===== src/rtl/clksel_seq_if.sv =====
// Signal bundle between the clock-select sequencer and its surroundings.
// The master drives configuration, decode and switch feedback; the slave drives the request and status.
interface clksel_seq_if;
    logic       hs_mode_en;
    logic       host_access_req;
    logic       hsclk_selected_in;
    logic       lsclk_selected_in;
    logic       hsclk_sel;
    logic       host_grant;
    logic       switching;
    logic [1:0] clk_state;
    logic       timeout_err;

    modport master (
        output hs_mode_en, host_access_req, hsclk_selected_in, lsclk_selected_in,
        input  hsclk_sel, host_grant, switching, clk_state, timeout_err
    );

    modport slave (
        input  hs_mode_en, host_access_req, hsclk_selected_in, lsclk_selected_in,
        output hsclk_sel, host_grant, switching, clk_state, timeout_err
    );
endinterface


===== src/rtl/clksel_seq.sv =====
// Sequences the CPU clock switch between the host clock (LS) and the high-speed clock (HS).
// Host accesses are granted only once the switch confirms that the host clock is selected.
//
// state | meaning
// LS    | host clock confirmed, host accesses granted, dwell timer running
// TO_HS | high-speed requested, waiting for the switch to acknowledge
// HS    | high-speed clock confirmed
// TO_LS | host clock requested, waiting for the switch to acknowledge
module clksel_seq #(
    parameter int SYNC_STAGES    = 2,
    parameter int HOLD_CYCLES    = 8,
    parameter int TIMEOUT_CYCLES = 200,
    parameter int CNT_W          = 8
) (
    input logic         hsclk_in,
    input logic         rst_b,
    clksel_seq_if.slave bus
);

    localparam logic [1:0] ST_LS    = 2'd0;
    localparam logic [1:0] ST_TO_HS = 2'd1;
    localparam logic [1:0] ST_HS    = 2'd2;
    localparam logic [1:0] ST_TO_LS = 2'd3;

    localparam logic [CNT_W-1:0] HOLD_VAL = CNT_W'(HOLD_CYCLES);
    localparam logic [CNT_W-1:0] TMO_LAST = CNT_W'(TIMEOUT_CYCLES - 1);
    localparam logic [CNT_W-1:0] CNT_ONE  = CNT_W'(1);
    localparam logic [CNT_W-1:0] CNT_MAX  = '1;

    logic [SYNC_STAGES-1:0] hs_sync_q;
    logic [SYNC_STAGES-1:0] ls_sync_q;
    logic [1:0]             state_q, state_d;
    logic [CNT_W-1:0]       dwell_q, dwell_d;
    logic [CNT_W-1:0]       tmo_q, tmo_d;
    logic                   terr_q, terr_d;
    logic                   hsclk_sel_q;
    logic                   host_grant_q;
    logic                   switching_q;

    logic hs_ack, ls_ack, hs_ok, ls_ok, want_ls;

    assign hs_ack  = hs_sync_q[SYNC_STAGES-1];
    assign ls_ack  = ls_sync_q[SYNC_STAGES-1];
    // A valid acknowledge needs the two feedbacks to disagree.
    assign hs_ok   = hs_ack & ~ls_ack;
    assign ls_ok   = ls_ack & ~hs_ack;
    assign want_ls = bus.host_access_req | ~bus.hs_mode_en;

    always_comb begin
        state_d = state_q;
        dwell_d = dwell_q;
        tmo_d   = tmo_q;
        terr_d  = 1'b0;
        case (state_q)
            ST_LS: begin
                if (want_ls) begin
                    dwell_d = HOLD_VAL;
                end else if (dwell_q != '0) begin
                    dwell_d = dwell_q - CNT_ONE;
                end else begin
                    state_d = ST_TO_HS;
                    tmo_d   = '0;
                end
            end
            ST_TO_HS: begin
                // An abort outranks a simultaneous acknowledge.
                if (want_ls) begin
                    state_d = ST_TO_LS;
                    tmo_d   = '0;
                end else if (hs_ok) begin
                    state_d = ST_HS;
                end else if (tmo_q == TMO_LAST) begin
                    terr_d  = 1'b1;
                    state_d = ST_TO_LS;
                    tmo_d   = '0;
                end else if (tmo_q != CNT_MAX) begin
                    tmo_d = tmo_q + CNT_ONE;
                end
            end
            ST_HS: begin
                if (want_ls) begin
                    state_d = ST_TO_LS;
                    tmo_d   = '0;
                end
            end
            ST_TO_LS: begin
                if (ls_ok) begin
                    state_d = ST_LS;
                    dwell_d = HOLD_VAL;
                end else if (tmo_q == TMO_LAST) begin
                    terr_d = 1'b1;
                    tmo_d  = '0;
                end else if (tmo_q != CNT_MAX) begin
                    tmo_d = tmo_q + CNT_ONE;
                end
            end
            default: state_d = ST_LS;
        endcase
    end

    always_ff @(posedge hsclk_in) begin
        if (!rst_b) begin
            hs_sync_q    <= '0;
            ls_sync_q    <= '0;
            state_q      <= ST_LS;
            dwell_q      <= HOLD_VAL;
            tmo_q        <= '0;
            terr_q       <= 1'b0;
            hsclk_sel_q  <= 1'b0;
            host_grant_q <= 1'b1;
            switching_q  <= 1'b0;
        end else begin
            hs_sync_q    <= {hs_sync_q[SYNC_STAGES-2:0], bus.hsclk_selected_in};
            ls_sync_q    <= {ls_sync_q[SYNC_STAGES-2:0], bus.lsclk_selected_in};
            state_q      <= state_d;
            dwell_q      <= dwell_d;
            tmo_q        <= tmo_d;
            terr_q       <= terr_d;
            // Outputs follow the next state so they change on the same edge as the state.
            hsclk_sel_q  <= (state_d == ST_TO_HS) | (state_d == ST_HS);
            host_grant_q <= (state_d == ST_LS);
            switching_q  <= (state_d == ST_TO_HS) | (state_d == ST_TO_LS);
        end
    end

    assign bus.hsclk_sel   = hsclk_sel_q;
    assign bus.host_grant  = host_grant_q;
    assign bus.switching   = switching_q;
    assign bus.clk_state   = state_q;
    assign bus.timeout_err = terr_q;

endmodule

===== src/flat_wrapper.sv =====
// flat-port wrapper written by rule: the top's interface ports become plain ports
module clksel_seq_flat 
#(
    parameter int SYNC_STAGES    = 2,
    parameter int HOLD_CYCLES    = 8,
    parameter int TIMEOUT_CYCLES = 200,
    parameter int CNT_W          = 8
)
  (hsclk_in, rst_b, bus_hs_mode_en, bus_host_access_req, bus_hsclk_selected_in, bus_lsclk_selected_in, bus_hsclk_sel, bus_host_grant, bus_switching, bus_clk_state, bus_timeout_err);
  clksel_seq_if bus_i ();
  input logic hsclk_in;
  input logic rst_b;
  input wire logic [$bits(bus_i.hs_mode_en)-1:0] bus_hs_mode_en;
  input wire logic [$bits(bus_i.host_access_req)-1:0] bus_host_access_req;
  input wire logic [$bits(bus_i.hsclk_selected_in)-1:0] bus_hsclk_selected_in;
  input wire logic [$bits(bus_i.lsclk_selected_in)-1:0] bus_lsclk_selected_in;
  output wire logic [$bits(bus_i.hsclk_sel)-1:0] bus_hsclk_sel;
  output wire logic [$bits(bus_i.host_grant)-1:0] bus_host_grant;
  output wire logic [$bits(bus_i.switching)-1:0] bus_switching;
  output wire logic [$bits(bus_i.clk_state)-1:0] bus_clk_state;
  output wire logic [$bits(bus_i.timeout_err)-1:0] bus_timeout_err;
  assign bus_i.hs_mode_en = bus_hs_mode_en;
  assign bus_i.host_access_req = bus_host_access_req;
  assign bus_i.hsclk_selected_in = bus_hsclk_selected_in;
  assign bus_i.lsclk_selected_in = bus_lsclk_selected_in;
  assign bus_hsclk_sel = bus_i.hsclk_sel;
  assign bus_host_grant = bus_i.host_grant;
  assign bus_switching = bus_i.switching;
  assign bus_clk_state = bus_i.clk_state;
  assign bus_timeout_err = bus_i.timeout_err;
  clksel_seq #(.SYNC_STAGES(SYNC_STAGES), .HOLD_CYCLES(HOLD_CYCLES), .TIMEOUT_CYCLES(TIMEOUT_CYCLES), .CNT_W(CNT_W)) u_core (.hsclk_in(hsclk_in), .rst_b(rst_b), .bus(bus_i));
endmodule

===== config.mk =====
export PLATFORM = sky130hd
export DESIGN_NAME = clksel_seq_flat
export DESIGN_NICKNAME = d
export VERILOG_FILES = /design/src/rtl/clksel_seq_if.sv /design/src/rtl/clksel_seq.sv /design/src/flat_wrapper.sv
export SDC_FILE = /design/constraint.sdc
export NUM_CORES = 1
export LEC_CHECK = 0
export ABC_CLOCK_PERIOD_IN_PS = 4550
export CAP_MARGIN = 10
export CELL_PAD_IN_SITES_DETAIL_PLACEMENT = 1
export CELL_PAD_IN_SITES_GLOBAL_PLACEMENT = 2
export CORE_ASPECT_RATIO = 1.75
export CORE_UTILIZATION = 35
export DETAILED_ROUTE_END_ITERATION = 12
export PLACE_DENSITY = 0.89
export SETUP_SLACK_MARGIN = 0.05
export SLEW_MARGIN = 15
export SYNTH_ARGS = -nofsm -noshare
export SYNTH_HDL_FRONTEND = slang
export SYNTH_SLANG_ARGS = --single-unit

===== constraint.sdc =====
create_clock -name hsclk_in -period 4.55 [get_ports hsclk_in]
set_clock_uncertainty 0.2 [all_clocks]
set_input_delay 1.1375 -clock hsclk_in [delete_from_list [all_inputs] [get_ports hsclk_in]]
set_output_delay 1.1375 -clock hsclk_in [all_outputs]
set_load 0.005 [all_outputs]

# [After elaboration in Yosys (flattened, before gate mapping)]
# Index checks and enable logic that the tools add are counted.
[word_totals] elab_cells=66 latchBits=0 n_memories=0 mem_bits_rw=0 out_inout_bits=6 reg_bits=26 romBits=0
[classes] n_div=0 shifts=0 n_mul=0 n_mux=26 reduce_logical=6 add_sub_neg=2 order_cmp=0 bitwise=8 eq_ne=15
[ops] operator="$mux 8" n=11
[ops] operator="$pmux 8 s4" n=1
[ops] operator="$pmux 8 s2" n=1
[ops] operator="$mux 2" n=7
[ops] operator="$add 8x1->8 const B" n=1
[ops] operator="$eq 2x2->1 const B" n=4
[ops] operator="$eq 8x8->1 const B" n=1
[ops] operator="$ne 8x8->1 const B" n=1
[ops] operator="$pmux 2 s4" n=1
[ops] operator="$reduce_bool 8->1" n=1
[ops] operator="$sub 8x1->8 const B" n=1
[ops] operator="$ne 2x2->1 const B" n=3
[ops] operator="$reduce_and 5->1" n=1
[ops] operator="$eq 2x1->1 const B" n=2
[ops] operator="$logic_not 2->1" n=2
[ops] operator="$mux 1" n=4
[ops] operator="$ne 2x1->1 const B" n=2
[ops] operator="$ne 3x1->1 const B" n=1
[ops] operator="$ne 3x3->1 const B" n=1
[ops] operator="$not 1->1" n=3
[ops] operator="$or 1x1->1" n=3
[ops] operator="$reduce_and 3->1" n=1
[ops] operator="$and 1x1->1" n=2
[ops] operator="$pmux 1 s2" n=1
[ops] operator="$reduce_bool 2->1" n=1

# [Depth between registers and ports, before layout]
[depth] word_depth=7 depth_mapped=8

# [Least setup slack after synthesis]
# OpenSTA, ideal clock, no wires.
[synth_timing] kind="input to register" start="in bus_host_access_req" end="reg u_core.switching_q, in the netlist u_core.bus.switching" path_buffers=1 required_ns=4.235 slack_ns=1.956 arrival_ns=2.279 setup_ns=0.115 cell_stages=6 cell_sequence="or3b_1 -> buf_2 -> nor2_1 -> nor2_1 -> o41a_1 -> and2_1"
[synth_via] elab_chain_len=5
[synth_rtl] item="from (decl)" line_no="flat_wrapper.sv:14" rtl="input wire logic [$bits(bus_i.host_access_req)-1:0] bus_host_access_req;"
[synth_rtl] item="$or 1x1->1 *" line_no="clksel_seq.sv:47" rtl="assign want_ls = bus.host_access_req | ~bus.hs_mode_en;"
[synth_rtl] item="$mux 2, on equally long branches" line_no="clksel_seq.sv:81, clksel_seq.sv:56, clksel_seq.sv:67"
[synth_rtl] item="$pmux 2 s4 *" line_no="clksel_seq.sv:54" rtl="case (state_q)"
[synth_rtl] item="$eq 2x1->1 / $eq 2x2->1 (equally long branches)" line_no="clksel_seq.sv:122" rtl="switching_q <= (state_d == ST_TO_HS) | (state_d == ST_TO_LS);"
[synth_rtl] item="$or 1x1->1 *" line_no="clksel_seq.sv:122"
[synth_rtl] item="to (signal assigned)" line_no="clksel_seq.sv:122"
[synth_rtl] item="to (decl)" line_no="clksel_seq.sv:38" rtl="logic switching_q;"
# Every way passes the cells marked *; elsewhere a longest branch is shown, timed or not.
# A chain may end at the register's enable or synchronous reset.

# [Worst setup path in the final report]
[layout_timing] start="in bus_hs_mode_en" end="reg u_core.switching_q, in the netlist u_core.bus.switching"
[layout_via] elab_chain_len=6
[layout_rtl] item="from (decl)" line_no="flat_wrapper.sv:13" rtl="input wire logic [$bits(bus_i.hs_mode_en)-1:0] bus_hs_mode_en;"
[layout_rtl] item="$not 1->1 *" line_no="clksel_seq.sv:47"
[layout_rtl] item="$or 1x1->1 *" line_no="clksel_seq.sv:47"
[layout_rtl] item="$mux 2, on equally long branches" line_no="clksel_seq.sv:81, clksel_seq.sv:56, clksel_seq.sv:67"
[layout_rtl] item="$pmux 2 s4 *" line_no="clksel_seq.sv:54"
[layout_rtl] item="$eq 2x1->1 / $eq 2x2->1 (equally long branches)" line_no="clksel_seq.sv:122"
[layout_rtl] item="$or 1x1->1 *" line_no="clksel_seq.sv:122"
# Marked as above.

==> qor_table.md <==
| Metric | Value | Unit |
|---|---|---|
| Critical Path Stages | 6 | - |
| Final Setup Violations | 0 | - |
| Fraction of synthesis flops using an asynchronous set or reset pin | 0 | % |
| Violation count after the first detailed-route iteration | 4 | - |
| Cell family with the largest share of critical-path delay | simple AND/OR/NAND/NOR gates | - |
| First-pass GRT wire length | 6.44 | mm |
| Vias in the first global route | 1417 | - |
| Filler cell count in the final layout | 516 | - |
| Synthesized area per cell | 8.61 | sq um |
| Share of the cycle needed by the critical path after routing | 66.7 | % |
| Maximum fanout along the worst path | 8 | - |
| GR Overflow Total | 0 | - |
| Fraction of synthesized cell area taken by the top area cell type | 33.2 | % |
| Data arrival time of the critical path | 2.99 | ns |
| Synth Area in Compound Gates | 22.4 | % |
| Most common cell after layout, fill and taps aside | dfxtp_1 | - |
| TNS Setup | 0 | ns |
| Number of vias per cell after detailed routing | 5.80 | - |
| TritonCTS clock tree | built | - |
| Clock latency of the later-clocked register in the worst-skew pair | 0.27 | ns |
| H-tree levels | 1 | - |
| Fraction of the yosys area taken by sequential cells | 33.2 | % |
| Run status | finished, final reports clean | - |
| Dominant combinational cell family by area after synthesis | simple AND/OR/NAND/NOR gates | - |
| Floorplan die area | 0.00458 | sq mm |
| Clock period minus final worst setup slack | 3.03 | ns |
| Routed met3 length | 62 | um |
| Resized cells post-CTS | 0 | - |
| Most common cell on crit path | nor2_1 | - |
| Antenna violations before repair | 0 | - |
| TritonRoute pass-1 iters | 4 | - |
| # clock sinks | 25 | - |
| Number of cells in the design after placement | 226 | - |
| Max Cap Viol | 0 | - |
| Synthesis-to-finish area growth | 10.7 | % |
| Adder-cell area share of the yosys netlist | 6.64 | % |
| Delay of the slowest cell on the worst path | 0.58 | ns |
| Metal2 WL | 2.25 | mm |
| Number of failing hold endpoints at the final stage | 0 | - |
| Port bufs | 11 | - |
| Number of diodes | 0 | - |
| Layout cells sized above 1 | 7.18 | % |
| Critical path required time | 4.51 | ns |
| Buffer cell driving the clock tree root | clkbuf_8 | - |
| Row count | 31 | - |
| Total CTS buffers | 3 | - |
| WL per Instance | 17.1 | um |
| Crit path cell chain | clkdlybuf4s50_1 -> or3b_1 -> nor2_1 -> nor2_1 -> o41a_1 -> and2_1 | - |
| Transition at the pin with the smallest max-transition slack | 0.925 | ns |
| Top achievable clock speed | 0.330 | GHz |
| RSZ-0062 raised after global routing | false | - |
| Worst relative slew slack | 38.1 | % |
| Final estimated routing congestion in global placement | 0.841 | - |
| Standby leakage power | 0.587 | nW |
| Most used flip-flop cell after synthesis | dfxtp_1 | - |
| Number of nets with antenna violations after detailed routing | 0 | - |
| XOR/XNOR Fraction of Synth Area | 0 | % |
| Startpoint class of the critical path | primary input | - |
| Netlist area before placement | 0.00151 | sq mm |
| Area of combinational cells with multiple inputs | 920 | sq um |
| VDD IR-drop max | 0.133 | mV |
| Number of cells on the worst reg-to-reg path | 7 | - |
| Buffer levels on the longest clock path | 2 | - |
| Detailed-route wire length | 3.94 | mm |
| Pin count of the biggest net entering global routing | 30 | - |
| Area of the core | 0.00411 | sq mm |
| Area share of and/or/nand/nor cells after synthesis | 31.3 | % |
| Clock transition at the registers of the reported paths | 0.09 | ns |
| Unique cell type count in the Yosys netlist | 54 | - |
| Pwr dens | 320 | mW/mm^2 |
| Register Area | 500 | sq um |
| All-layer global routing usage | 18.4 | % |
| Final nets | 196 | - |
| Starting utilization of the core area | 36.6 | % |
| Number of cells traversed by the worst hold path | 1 | - |
| Kind of end point of the critical path | register | - |
| Setup bufs post-CTS | 0 | - |
| Combined buffer and inverter count along the critical path | 1 | - |
| Multiplexer share of the synthesized area | 0.664 | % |
| Area contributors post-synth | dfxtp_1 33%, ha_1 6.6%, nor2_1 4.7% | - |
| Slowest CP cell | clkdlybuf4s50_1 | - |
| Hold Buf Count CTS | 0 | - |
| Syn Nets | 189 | - |
| Cells after Synth | 175 | - |
| Die Wd | 51.6 | um |
| Ports placed on the boundary | 12 | - |
| Number of synthesized flops with an enable pin | 0 | - |
| Min-Delay Path Class | reg -> reg | - |
| Chip Height | 88.8 | um |
| Routed metal-1 wire length | 1.58 | mm |
| DR DRC count | 0 | - |
| Most used cells in the layout excluding fill and tap cells | 25 x dfxtp_1, 19 x nor2_1, 12 x a21oi_1, 11 x clkdlybuf4s50_1, 10 x nand2_1 | - |
| Total via count in the routed design | 1333 | - |
| Number of register bits inferred by synthesis | 25 | - |
| Syn. warnings | 0 | - |
| Pins over their slew limit | 0 | - |
| Top layer in use | met4 | - |
| Non-filler instance count after layout | 230 | - |
| Cell accounting for the most synthesized area | dfxtp_1 | - |
| Total half-perimeter wirelength after legalization and detailed placement | 3.00 | mm |
| Worst setup path class | in -> reg | - |
## power breakdown
part / switching (mW) / leakage (nW) / internal, mW / total [mW]
logic: 0.0896 / 0.358 / 0.0654 / 0.155
clock network: 0.0694 / 0.0255 / 0.0612 / 0.131
registers: 0.0150 / 0.203 / 0.234 / 0.249
total: 0.174 / 0.587 / 0.360 / 0.534
## through the flow
stage | setup WS [ns] | cell area (sq um) | total power [mW] | util, % | hold WS (ns)
after floorplan | 1.96 | 1510 | 0.362 | - | 0.212
after global placement | 1.34 | 1620 | 0.399 | 39.4 | 0.219
after detailed placement | 1.26 | 1620 | 0.410 | 39.4 | 0.228
after CTS | 1.54 | 1670 | 0.541 | 40.6 | 0.249
after global routing | 1.41 | 1670 | 0.568 | 40.6 | 0.263
final | 1.52 | 1670 | 0.534 | 40.6 | 0.244
## cell usage after synthesis, types with 2 or more instances
master	n
nor3b_1	4
or4b_1	2
o22ai_1	2
nand3b_1	2
clkbuf_1	3
a21boi_1	2
ha_1	8
buf_6	2
nand2b_1	3
o21ai_1	7
o221a_1	2
a31oi_1	2
nor2_1	19
nor3_1	4
nand3_1	4
dfxtp_1	25
inv_1	8
and2_1	6
nand4_1	7
and4_1	3
nand2_1	10
a311oi_1	2
o21ai_0	3
a21oi_1	12
buf_2	2
o211ai_1	3
## final cells by class
type / count / area share [%]
multi-input combinational: 133 / 55.1
sequential: 25 / 30.0
timing repair buffer: 11 / 6.60
tap: 49 / 3.68
clock buffer: 3 / 2.48
inverter: 8 / 1.80
clock inverter: 1 / 0.300
## state kept, by name (all words and copies together), names as in the netlist
| signal | count |
|---|---|
| u_core.bus.switching | 1 |
| u_core.bus.timeout_err | 1 |
| u_core.tmo_q | 8 |
| u_core.bus.clk_state | 1 |
| u_core.dwell_q | 8 |
| u_core.bus.hsclk_sel | 1 |
| u_core.hs_sync_q | 2 |
| u_core.ls_sync_q | 2 |
| u_core.bus.host_grant | 1 |
## kinds of logic (layout without fill, tap and decap cells)
| family | Yosys count | count (layout) |
|---|---|---|
| flops | 25 | 25 |
| simple gates | 76 | 76 |
| mux | 1 | 1 |
| buf+inv | 17 | 23 |
| fa+ha+maj | 8 | 8 |
| compound gates | 48 | 48 |
## worst paths after layout
path | startpoint | to | slack (ns)
worst max-delay path | bus_hs_mode_en | u_core.bus.switching | 1.52
worst min-delay path | u_core.hs_sync_q[0] | u_core.hs_sync_q[1] | 0.24
worst max register to register | u_core.bus.switching | u_core.dwell_q[3] | 2.09
worst min register to register | u_core.hs_sync_q[0] | u_core.hs_sync_q[1] | 0.24
## metal layers
metal	up-vias	track usage, %
met5	-	0
met4	0	6.14
met3	5	2.58
met2	14	37.0
met1	655	18.6
li1	659	-
(Power assumes the default switching activity.)
